$ cat src/rtl/ahb_mux_nm1s.sv
// ----------------------------------------------------------------------------
// ahb_mux_nm1s -- N-master to 1-slave AHB-Lite interconnect multiplexer.
//
// Purpose
//   Shares one AHB-Lite slave port between NM masters. The address phase is
//   granted combinationally (zero wait states when uncontested). The master
//   that owns the data phase is tracked in a register. A master that
//   continues a burst with SEQ keeps the grant, so a burst is never split.
//
// Optional feature
//   AHB_MUX_RR_EN : when defined, arbitration is round-robin. The search
//                   starts at the master after the last one granted.
//                   When undefined, arbitration is fixed priority and the
//                   lowest index wins.
//
// Parameters
//   NM : number of masters (2..8)
//   DW : data width (32 or 64)
//
// Ports
//   HCLK, HRESET        clock; synchronous active-high reset
//   HADDR_M  [NM*32]    master addresses, master i at [i*32 +: 32]
//   HTRANS_M [NM*2]     master transfer types
//   HWRITE_M [NM]       master write controls
//   HSIZE_M  [NM*3]     master transfer sizes
//   HWDATA_M [NM*DW]    master write data
//   HREADY_M [NM]       per-master ready (low = stalled)
//   HRDATA_M [DW]       read data, broadcast to all masters
//   HRESP_M  [NM]       per-master error response
//   HADDR/HTRANS/HWRITE/HSIZE/HWDATA   slave-side request
//   HREADY/HRDATA/HRESP                slave-side response
// ----------------------------------------------------------------------------
module ahb_mux_nm1s #(
  parameter int NM = 3,
  parameter int DW = 64
) (
  input  logic             HCLK,
  input  logic             HRESET,
  input  logic [NM*32-1:0] HADDR_M,
  input  logic [NM*2-1:0]  HTRANS_M,
  input  logic [NM-1:0]    HWRITE_M,
  input  logic [NM*3-1:0]  HSIZE_M,
  input  logic [NM*DW-1:0] HWDATA_M,
  output logic [NM-1:0]    HREADY_M,
  output logic [DW-1:0]    HRDATA_M,
  output logic [NM-1:0]    HRESP_M,
  output logic [31:0]      HADDR,
  output logic [1:0]       HTRANS,
  output logic             HWRITE,
  output logic [2:0]       HSIZE,
  output logic [DW-1:0]    HWDATA,
  input  logic             HREADY,
  input  logic [DW-1:0]    HRDATA,
  input  logic             HRESP
);

  localparam int IW = $clog2(NM);

  // Unpacked per-master views of the flattened buses.
  logic [31:0]   addr_m  [NM];
  logic [1:0]    trans_m [NM];
  logic [2:0]    size_m  [NM];
  logic [DW-1:0] wdata_m [NM];
  logic [NM-1:0] req;

  generate
    for (genvar gi = 0; gi < NM; gi++) begin : g_unpack
      assign addr_m[gi]  = HADDR_M[gi*32 +: 32];
      assign trans_m[gi] = HTRANS_M[gi*2 +: 2];
      assign size_m[gi]  = HSIZE_M[gi*3 +: 3];
      assign wdata_m[gi] = HWDATA_M[gi*DW +: DW];
      // NONSEQ and SEQ both have bit 1 set.
      assign req[gi]     = HTRANS_M[gi*2+1];
    end
  endgenerate

  logic          dval_reg;
  logic [IW-1:0] down_reg;
  logic [IW-1:0] last_reg;
  logic [IW-1:0] pick;
  logic [IW-1:0] gnt;
  logic          burst_lock;

  // The data-phase owner continuing its burst keeps the bus.
  assign burst_lock = dval_reg && (trans_m[down_reg] == 2'b11);

  // Arbitration. Candidates are visited from lowest to highest preference,
  // so the last match wins. With no requester, pick stays on last_reg.
  always_comb begin
    pick = last_reg;
`ifdef AHB_MUX_RR_EN
    for (int k = NM; k >= 1; k--) begin
      if (req[(int'(last_reg) + k) % NM]) begin
        pick = IW'((int'(last_reg) + k) % NM);
      end
    end
`else
    for (int k = NM - 1; k >= 0; k--) begin
      if (req[k]) begin
        pick = IW'(k);
      end
    end
`endif
  end

  assign gnt = burst_lock ? down_reg : pick;

  // Slave-side request.
  assign HADDR    = addr_m[gnt];
  assign HWRITE   = HWRITE_M[gnt];
  assign HSIZE    = size_m[gnt];
  assign HTRANS   = (!HRESET && req[gnt]) ? trans_m[gnt] : 2'b00;
  assign HWDATA   = dval_reg ? wdata_m[down_reg] : '0;
  assign HRDATA_M = HRDATA;

  // Per-master response. A master is released when it owns the data phase,
  // or when it has no data phase and either holds the grant or is not
  // asking for the bus. Only a losing requester is stalled.
  generate
    for (genvar gi = 0; gi < NM; gi++) begin : g_resp
      logic own_data;
      assign own_data     = dval_reg && (down_reg == IW'(gi));
      assign HREADY_M[gi] = (own_data || (gnt == IW'(gi)) || !req[gi]) ? HREADY : 1'b0;
      assign HRESP_M[gi]  = (!HRESET && own_data) ? HRESP : 1'b0;
    end
  endgenerate

  // Ownership advances only when the slave completes the current beat.
  // An error or wait cycle therefore leaves the owner unchanged.
  always_ff @(posedge HCLK) begin
    if (HRESET) begin
      dval_reg <= 1'b0;
      down_reg <= '0;
      last_reg <= IW'(NM - 1);
    end else if (HREADY) begin
      dval_reg <= req[gnt];
      down_reg <= gnt;
      if (req[gnt]) begin
        last_reg <= gnt;
      end
    end
  end

endmodule

$ cat config.mk
export PLATFORM = sky130hd
export DESIGN_NAME = ahb_mux_nm1s
export DESIGN_NICKNAME = d
export VERILOG_FILES = /design/src/rtl/ahb_mux_nm1s.sv
export SDC_FILE = /design/constraint.sdc
export NUM_CORES = 1
export LEC_CHECK = 0
export ABC_AREA = 1
export ABC_CLOCK_PERIOD_IN_PS = 3300
export BUFFER_PORTS_ARGS = -buffer_cell sky130_fd_sc_hd__buf_2
export CAP_MARGIN = 20
export CORE_AREA = 8 8 208 210
export DETAILED_ROUTE_END_ITERATION = 12
export DIE_AREA = 0 0 216 218
export SLEW_MARGIN = 10
export SYNTH_ARGS = -nofsm -noshare
export SYNTH_HDL_FRONTEND = slang
export SYNTH_SLANG_ARGS = --single-unit
$ cat constraint.sdc
create_clock -name HCLK -period 3.3 [get_ports HCLK]
set_clock_uncertainty 0.1 [all_clocks]
set_input_delay 0.99 -clock HCLK [delete_from_list [all_inputs] [get_ports HCLK]]
set_output_delay 0.99 -clock HCLK [all_outputs]
set_load 0.02 [all_outputs]
==> metrics.csv, run 1 <==
metric;value;unit
outcome;complete, but fails checks;
violated checks;negative setup slack;
worst rel slew slack;0.757;
WP data required;2210;ps
clock slew at reported path FFs;40;ps
first-pass GRT wire length;37000;um
unrepaired setup endpoints after global routing;yes;
highest-count cells in the layout ignoring fill and taps;370 x buf_2, 217 x nand2_1, 103 x nand3_1;
arrival time at the worst endpoint;2380;ps
Synth area leader;nand2_1;
worst-case clock buffer depth;2;
IO buf count;417;
antenna viol nets, final;0;
total iterations of the first detailed-routing run;7;
routed vias;5650;
area share of the leading cell type in the synthesized netlist;0.284;
clock period minus worst slack;3470;ps
count of different cell masters after synthesis;27;
Initial Util;0.0796;
Sequential cell area;101;um2
Crit. End Element;output port;
peak clock frequency supported by timing;0.289;GHz
die footprint;0.0471;mm2
vertical die dimension;218;um
net count of the mapped netlist;1001;
Routed WL per cell;17.6;um
proportion of synthesized chip area in sequential cells;0.0313;
area used by multi-input combinational logic;0.00264;mm2
leading cell types by total area after synthesis;nand2_1 28%, nand3_1 22%, buf_4 15%;
setup slack at placement;-295;ps
CTS tree;built;
global-route met2 utilization;0.195;
synthesis-to-finish area growth;106;%
met1 usage;0.101;
post-synthesis average cell area;5.10;um2
number of filler instances in the final layout;4615;
LEAKAGE;3.73;nW
share of post-route cells with drive strength above 1;0.581;
Std-Cell Core Area;0.0402;mm2
cell area power density;220;mW/mm2
path category of the worst min-delay check;flop to flop;
worst-case vdd ir drop;0.103;mV
leading cell type in the layout, fill and taps excluded;buf_2;
remaining design rule violation count;0;
gp weighted congestion;0.879;
Clock Tree Root;clkbuf_16;
number of flip-flops and latches in the synthesized netlist;5;
number of placed instances, taps included;1504;
# hold bufs at CTS;0;
via count of the first global-routing pass;5950;
Cell Rows;74;
transition time of the tightest slew-check pin;363;ps
H-Tree Depth;1;
Num CTS Buffers;3;
total standard cell area after synthesis;0.00320;mm2
type of the worst setup path;input port to output port;
half-perimeter wire length after detailed placement;22700;um
maximum number of pins on one net before global-route repair;29;
hold violation count in the final report;0;
global route overflow;0;
vias per cell;3.71;
horizontal die dimension;216;um
Routed WL;26900;um
max-cap violation count;0;
PnR Total Power;1.45;mW
clock latency on the worst-skew pair;230;ps
warnings from Yosys;0;
crit share post-route;1.05;
Final setup viols;39;
global routing usage on met3;0.0304;
GR Util All Layers;0.104;
setup total negative slack;-4270;ps
layout net count;1364;
Cell Count, Final, Fillers Out;1524;
setup ws final;-166;ps
Synth Instances;627;
top-level I/O count;546;
initial antenna violation count;8;
max-slew violations;0;
TritonCTS sink count;5;
DRT iter0 DRCs;238;
crit-path max FO;6;
most heavily used metal layer in global routing;met2;
startpoint class of the critical path;input port;
layer usage:
metal  part of all wire  vias up
li1                   -     2702
met1               0.35     2449
met2               0.50      411
met3              0.090       88
met4              0.055        0
met5                  0        -
worst max-delay path, cell delays in order:
cell and delay, ps:
buf_8 80, nand3_2 90, nand2_2 80, nand2_2 50, nand2_2 90, nand3_4 90, nand2_4 110, inv_8 50
nor2_4 130, buf_6 150, buf_12 130, nor2_4 30, a21oi_2 140, buf_6 130
final cells by class:
| class | instances | area share |
|---|---|---|
| repair buffers | 464 | 0.445 |
| multi-input cells | 473 | 0.400 |
| diodes | 3 | 0.00114 |
| inverters | 43 | 0.0256 |
| clock buffers | 4 | 0.0119 |
| well taps | 532 | 0.101 |
| flip-flops and latches | 5 | 0.0153 |
per-stage QoR:
stage	instance area, um2	util	hold slack [ps]
detailed placement	5620	0.140	386
CTS	6450	0.160	396
floorplan	3210	-	330
global route	6600	0.164	443
finish	6600	0.164	411
global placement	5620	0.140	390
cell usage after synthesis (all sizes together):
library cell and count:
clkbuf 17, dfxtp 5, a21oi 7, inv 43, nand3 142, nand4 2, nor2 13, nor3 3
a31oi 10, nand2 265, buf 89, a22oi 23, o21ai 8
worst paths after layout:
check	to	from	cells past startpoint	slack, ps
setup / recovery	HREADY_M[2]	HTRANS_M[3]	14	-170
hold / removal	last_reg[1]$_SDFFE_PP1P_	last_reg[1]$_SDFFE_PP1P_	2	410
setup reg to reg	last_reg[0]$_SDFFE_PP0P_	down_reg[0]$_SDFFE_PP0P_	15	1130
hold reg to reg	last_reg[1]$_SDFFE_PP1P_	last_reg[1]$_SDFFE_PP1P_	2	410
kinds of logic (layout without fill, tap and decap cells):
logic type             count (synthesis)  in the layout  synth area share
and+or+nand+nor                      425            425             0.595
other                                  0              3                 0
DFF                                    5              5            0.0313
buffers and inverters                149            511             0.273
AOI/OAI and AO/OA                     48             48             0.101
report_power, final:
part / leakage, nW / total (mW) / switching [mW] / internal, mW
logic: 3.65 / 1.18 / 0.652 / 0.526
clock network: 0.0382 / 0.205 / 0.0441 / 0.161
registers: 0.0417 / 0.0720 / 0.00568 / 0.0663
what timing repair did:
action	CTS	global route
pin swaps	13	20
endpoints found under the setup margin	41	42
resized for setup	162	39
endpoints found under the hold margin	0	0
buffers inserted	9	3
cloned	3	1
Power figures use the tool's default switching activity.
==> inputs of run 2 (changes only) <==
--- a/config.mk
+++ b/config.mk
@@ -12,6 +12,7 @@
 export CORE_AREA = 8 8 208 210
 export DETAILED_ROUTE_END_ITERATION = 12
 export DIE_AREA = 0 0 216 218
+export PLACE_DENSITY = 0.3
 export SLEW_MARGIN = 10
 export SYNTH_ARGS = -nofsm -noshare
 export SYNTH_HDL_FRONTEND = slang
==> run 2 against run 1 <==
The flow still finishes with violations (negative setup slack). Die area unchanged. Via count rose by 1.4%. Setup slack lost 5.6 ps. Count of clock-buffer cells in the layout unchanged. Cell count is 0.85% higher. First-iteration DRC count down 23%. Worst hold slack got worse by 52 ps. Total power is 4.6% higher. Final area rose by 4.1%. Sequential share of layout area decreased by 0.060 points. Non-clock buffer count rose by 15. Sequential power rose by 2%. Critical endpoint is now HADDR[6]. Highest routed layer is now met5.
==> metrics.csv, run 2 (synthesis gave the netlist of run 1 again) <==
metric;value;unit;change
outcome;complete, but fails checks;;
violated checks;negative setup slack;;
clock period minus worst slack;3470;ps;+5.56 ps
path category of the worst min-delay check;flop to flop;;
leading cell type in the layout, fill and taps excluded;buf_2;;
remaining design rule violation count;0;;unchanged
unrepaired setup endpoints after global routing;yes;;
hold violation count in the final report;0;;unchanged
crit path cell chain;buf_12, nand3_4, nand2_2, nand2_2, nand2_2, nand3_4, nand2_4, inv_8, nor2_4, buf_12, clkbuf_16, nand2_1, nand3_2, buf_6;;
Largest stage delay, worst path;170;ps;+20 ps
Num CTS Buffers;3;;unchanged
layout net count;1379;;+1.1%
H-Tree Depth;1;;unchanged
die footprint;0.0471;mm2;unchanged
TritonCTS sink count;5;;unchanged
PnR Total Power;1.52;mW;+4.6%
global route overflow;0;;unchanged
startpoint class of the critical path;input port;;
type of the worst setup path;input port to output port;;
setup total negative slack;-5360;ps;-1090 ps
setup ws final;-171;ps;-5.56 ps
transition time of the tightest slew-check pin;664;ps;+301 ps
clock latency on the worst-skew pair;220;ps;about the same
top-level I/O count;546;;unchanged
area after detailed placement;0.00565;mm2;+0.58%
CTS tree;built;;
antenna viol nets, final;0;;unchanged
LEAKAGE;3.85;nW;+3.3%
maximum number of pins on one net before global-route repair;59;;+100%
GR Util All Layers;0.101;;-0.00308
Cell Rows;74;;unchanged
Crit. End Element;output port;;
worst-case register-to-register setup slack;1070;ps;-60 ps
arrival time at the worst endpoint;2380;ps;about the same
via count of the first global-routing pass;6218;;+4.5%
horizontal die dimension;216;um;unchanged
crit-path max FO;7;;+1
worst-case clock buffer depth;2;;unchanged
DRT iter0 DRCs;183;;-23%
IO buf count;417;;unchanged
max-cap violation count;0;;unchanged
Worst Setup SP;HTRANS_M[5];;
routed vias;5727;;+1.4%
WP data required;2210;ps;about the same
vias per cell;3.73;;+0.51%
clock slew at reported path FFs;30;ps;about the same
reg-to-reg endpoint;last_reg[0]$_SDFFE_PP0P_;;
Routed WL per cell;17.1;um;-3.0%
vertical die dimension;218;um;unchanged
max-slew violations;0;;unchanged
crit share post-route;1.05;;+0.00168
first-pass GRT wire length;37300;um;+0.84%
worst slack on hold paths;359;ps;-52.3 ps
post-layout utilization of the core;0.171;;+0.00669
share of post-route cells with drive strength above 1;0.598;;+0.0162
number of cells on the worst reg-to-reg path;16;;+1
Crit path top cell by count;nand2_2;;
Routed WL;26300;um;-2.2%
Critical R2R Launch;down_reg[0]$_SDFFE_PP0P_;;
synthesis-to-finish area growth;115;%;
worst-case vdd ir drop;0.0963;mV;-6.4%
half-perimeter wire length after detailed placement;20700;um;-8.9%
master of the slowest instance on the critical path;buf_12;;
Clock Tree Root;clkbuf_16;;
Worst setup endpoint;HADDR[6];;
peak clock frequency supported by timing;0.288;GHz;-0.16%
gp weighted congestion;0.788;;-10%
initial antenna violation count;4;;-4
Initial Util;0.0796;;unchanged
worst rel slew slack;0.557;;-0.200
highest-count cells in the layout ignoring fill and taps;370 x buf_2, 215 x nand2_1, 96 x nand3_1;;
cell area power density;221;mW/mm2;+0.49%
Final setup viols;41;;+5.1%
Std-Cell Core Area;0.0402;mm2;unchanged
total iterations of the first detailed-routing run;4;;-3
final instance area;0.00687;mm2;+4.1%
# hold bufs at CTS;0;;unchanged
## run 2: cell types whose count changed in the layout (fill, tap and decap cells not counted), moves of 2 or more
cell | previous run | this run
buf_12 | 11 | 9
buf_16 | 1 | 6
buf_4 | 30 | 32
buf_6 | 47 | 55
bufbuf_16 | 0 | 2
diode_2 | 3 | 1
nand2_1 | 217 | 215
nand2_2 | 32 | 44
nand2_4 | 16 | 6
nand3_1 | 103 | 96
nand3_2 | 31 | 38
## run 2: area by class of cell
type | count | area [um2]
fillers | 4689 | 33300
repair buffers | 479 | 3220
multi-input cells | 473 | 2640
well taps | 532 | 666
inverters | 43 | 169
flip-flops and latches | 5 | 101
clock buffers | 4 | 78.8
diodes | 1 | 2.50
## run 2: worst min-delay path by stage
stage | from | endpoint | depth (start not counted) | slack [ps]
floorplan | last_reg[1]$_SDFFE_PP1P_ | last_reg[1]$_SDFFE_PP1P_ | 2 | 330
global placement | last_reg[1]$_SDFFE_PP1P_ | last_reg[1]$_SDFFE_PP1P_ | 2 | 370
detailed placement | last_reg[1]$_SDFFE_PP1P_ | last_reg[1]$_SDFFE_PP1P_ | 2 | 350
CTS | last_reg[1]$_SDFFE_PP1P_ | last_reg[1]$_SDFFE_PP1P_ | 2 | 360
global route | last_reg[1]$_SDFFE_PP1P_ | last_reg[1]$_SDFFE_PP1P_ | 2 | 450
finish | last_reg[1]$_SDFFE_PP1P_ | last_reg[1]$_SDFFE_PP1P_ | 2 | 360
## run 2: metrics by stage
step	std cells	setup slack, ps
floorplan	627	3.06
CTS	1534	-203
global placement	1510	-368
global route	1536	-280
detailed placement	1510	-362
finish	1537	-171
## run 2: worst max-delay path, delay by kind of cell
kind                   cells  cell delay (ps)
buffers and inverters      5              590
AND/OR/NAND/NOR            9              780
## run 2: timing repair
action / CTS / global route
endpoints found under the setup margin: 41 / 42
pin swaps: 12 / 10
cloned: 9 / 2
resized for setup: 189 / 22
hold endpoints to repair: 0 / 0
setup buffers: 12 / 2
## run 2: per-layer routing
metal / part of all wire / GRT usage / vias to the layer above
li1: - / - / 2731
met3: 0.094 / 0.0344 / 72
met5: 0.0017 / 0 / -
met4: 0.050 / 0.0467 / 6
met1: 0.35 / 0.0984 / 2577
met2: 0.51 / 0.192 / 341
## run 2: power breakdown
group / total, mW / internal, mW / switching (mW) / leakage [nW]
clock network: 0.197 / 0.160 / 0.0370 / 0.0382
logic: 1.25 / 0.587 / 0.665 / 3.77
registers: 0.0733 / 0.0663 / 0.00698 / 0.0417
total: 1.52 / 0.813 / 0.709 / 3.85
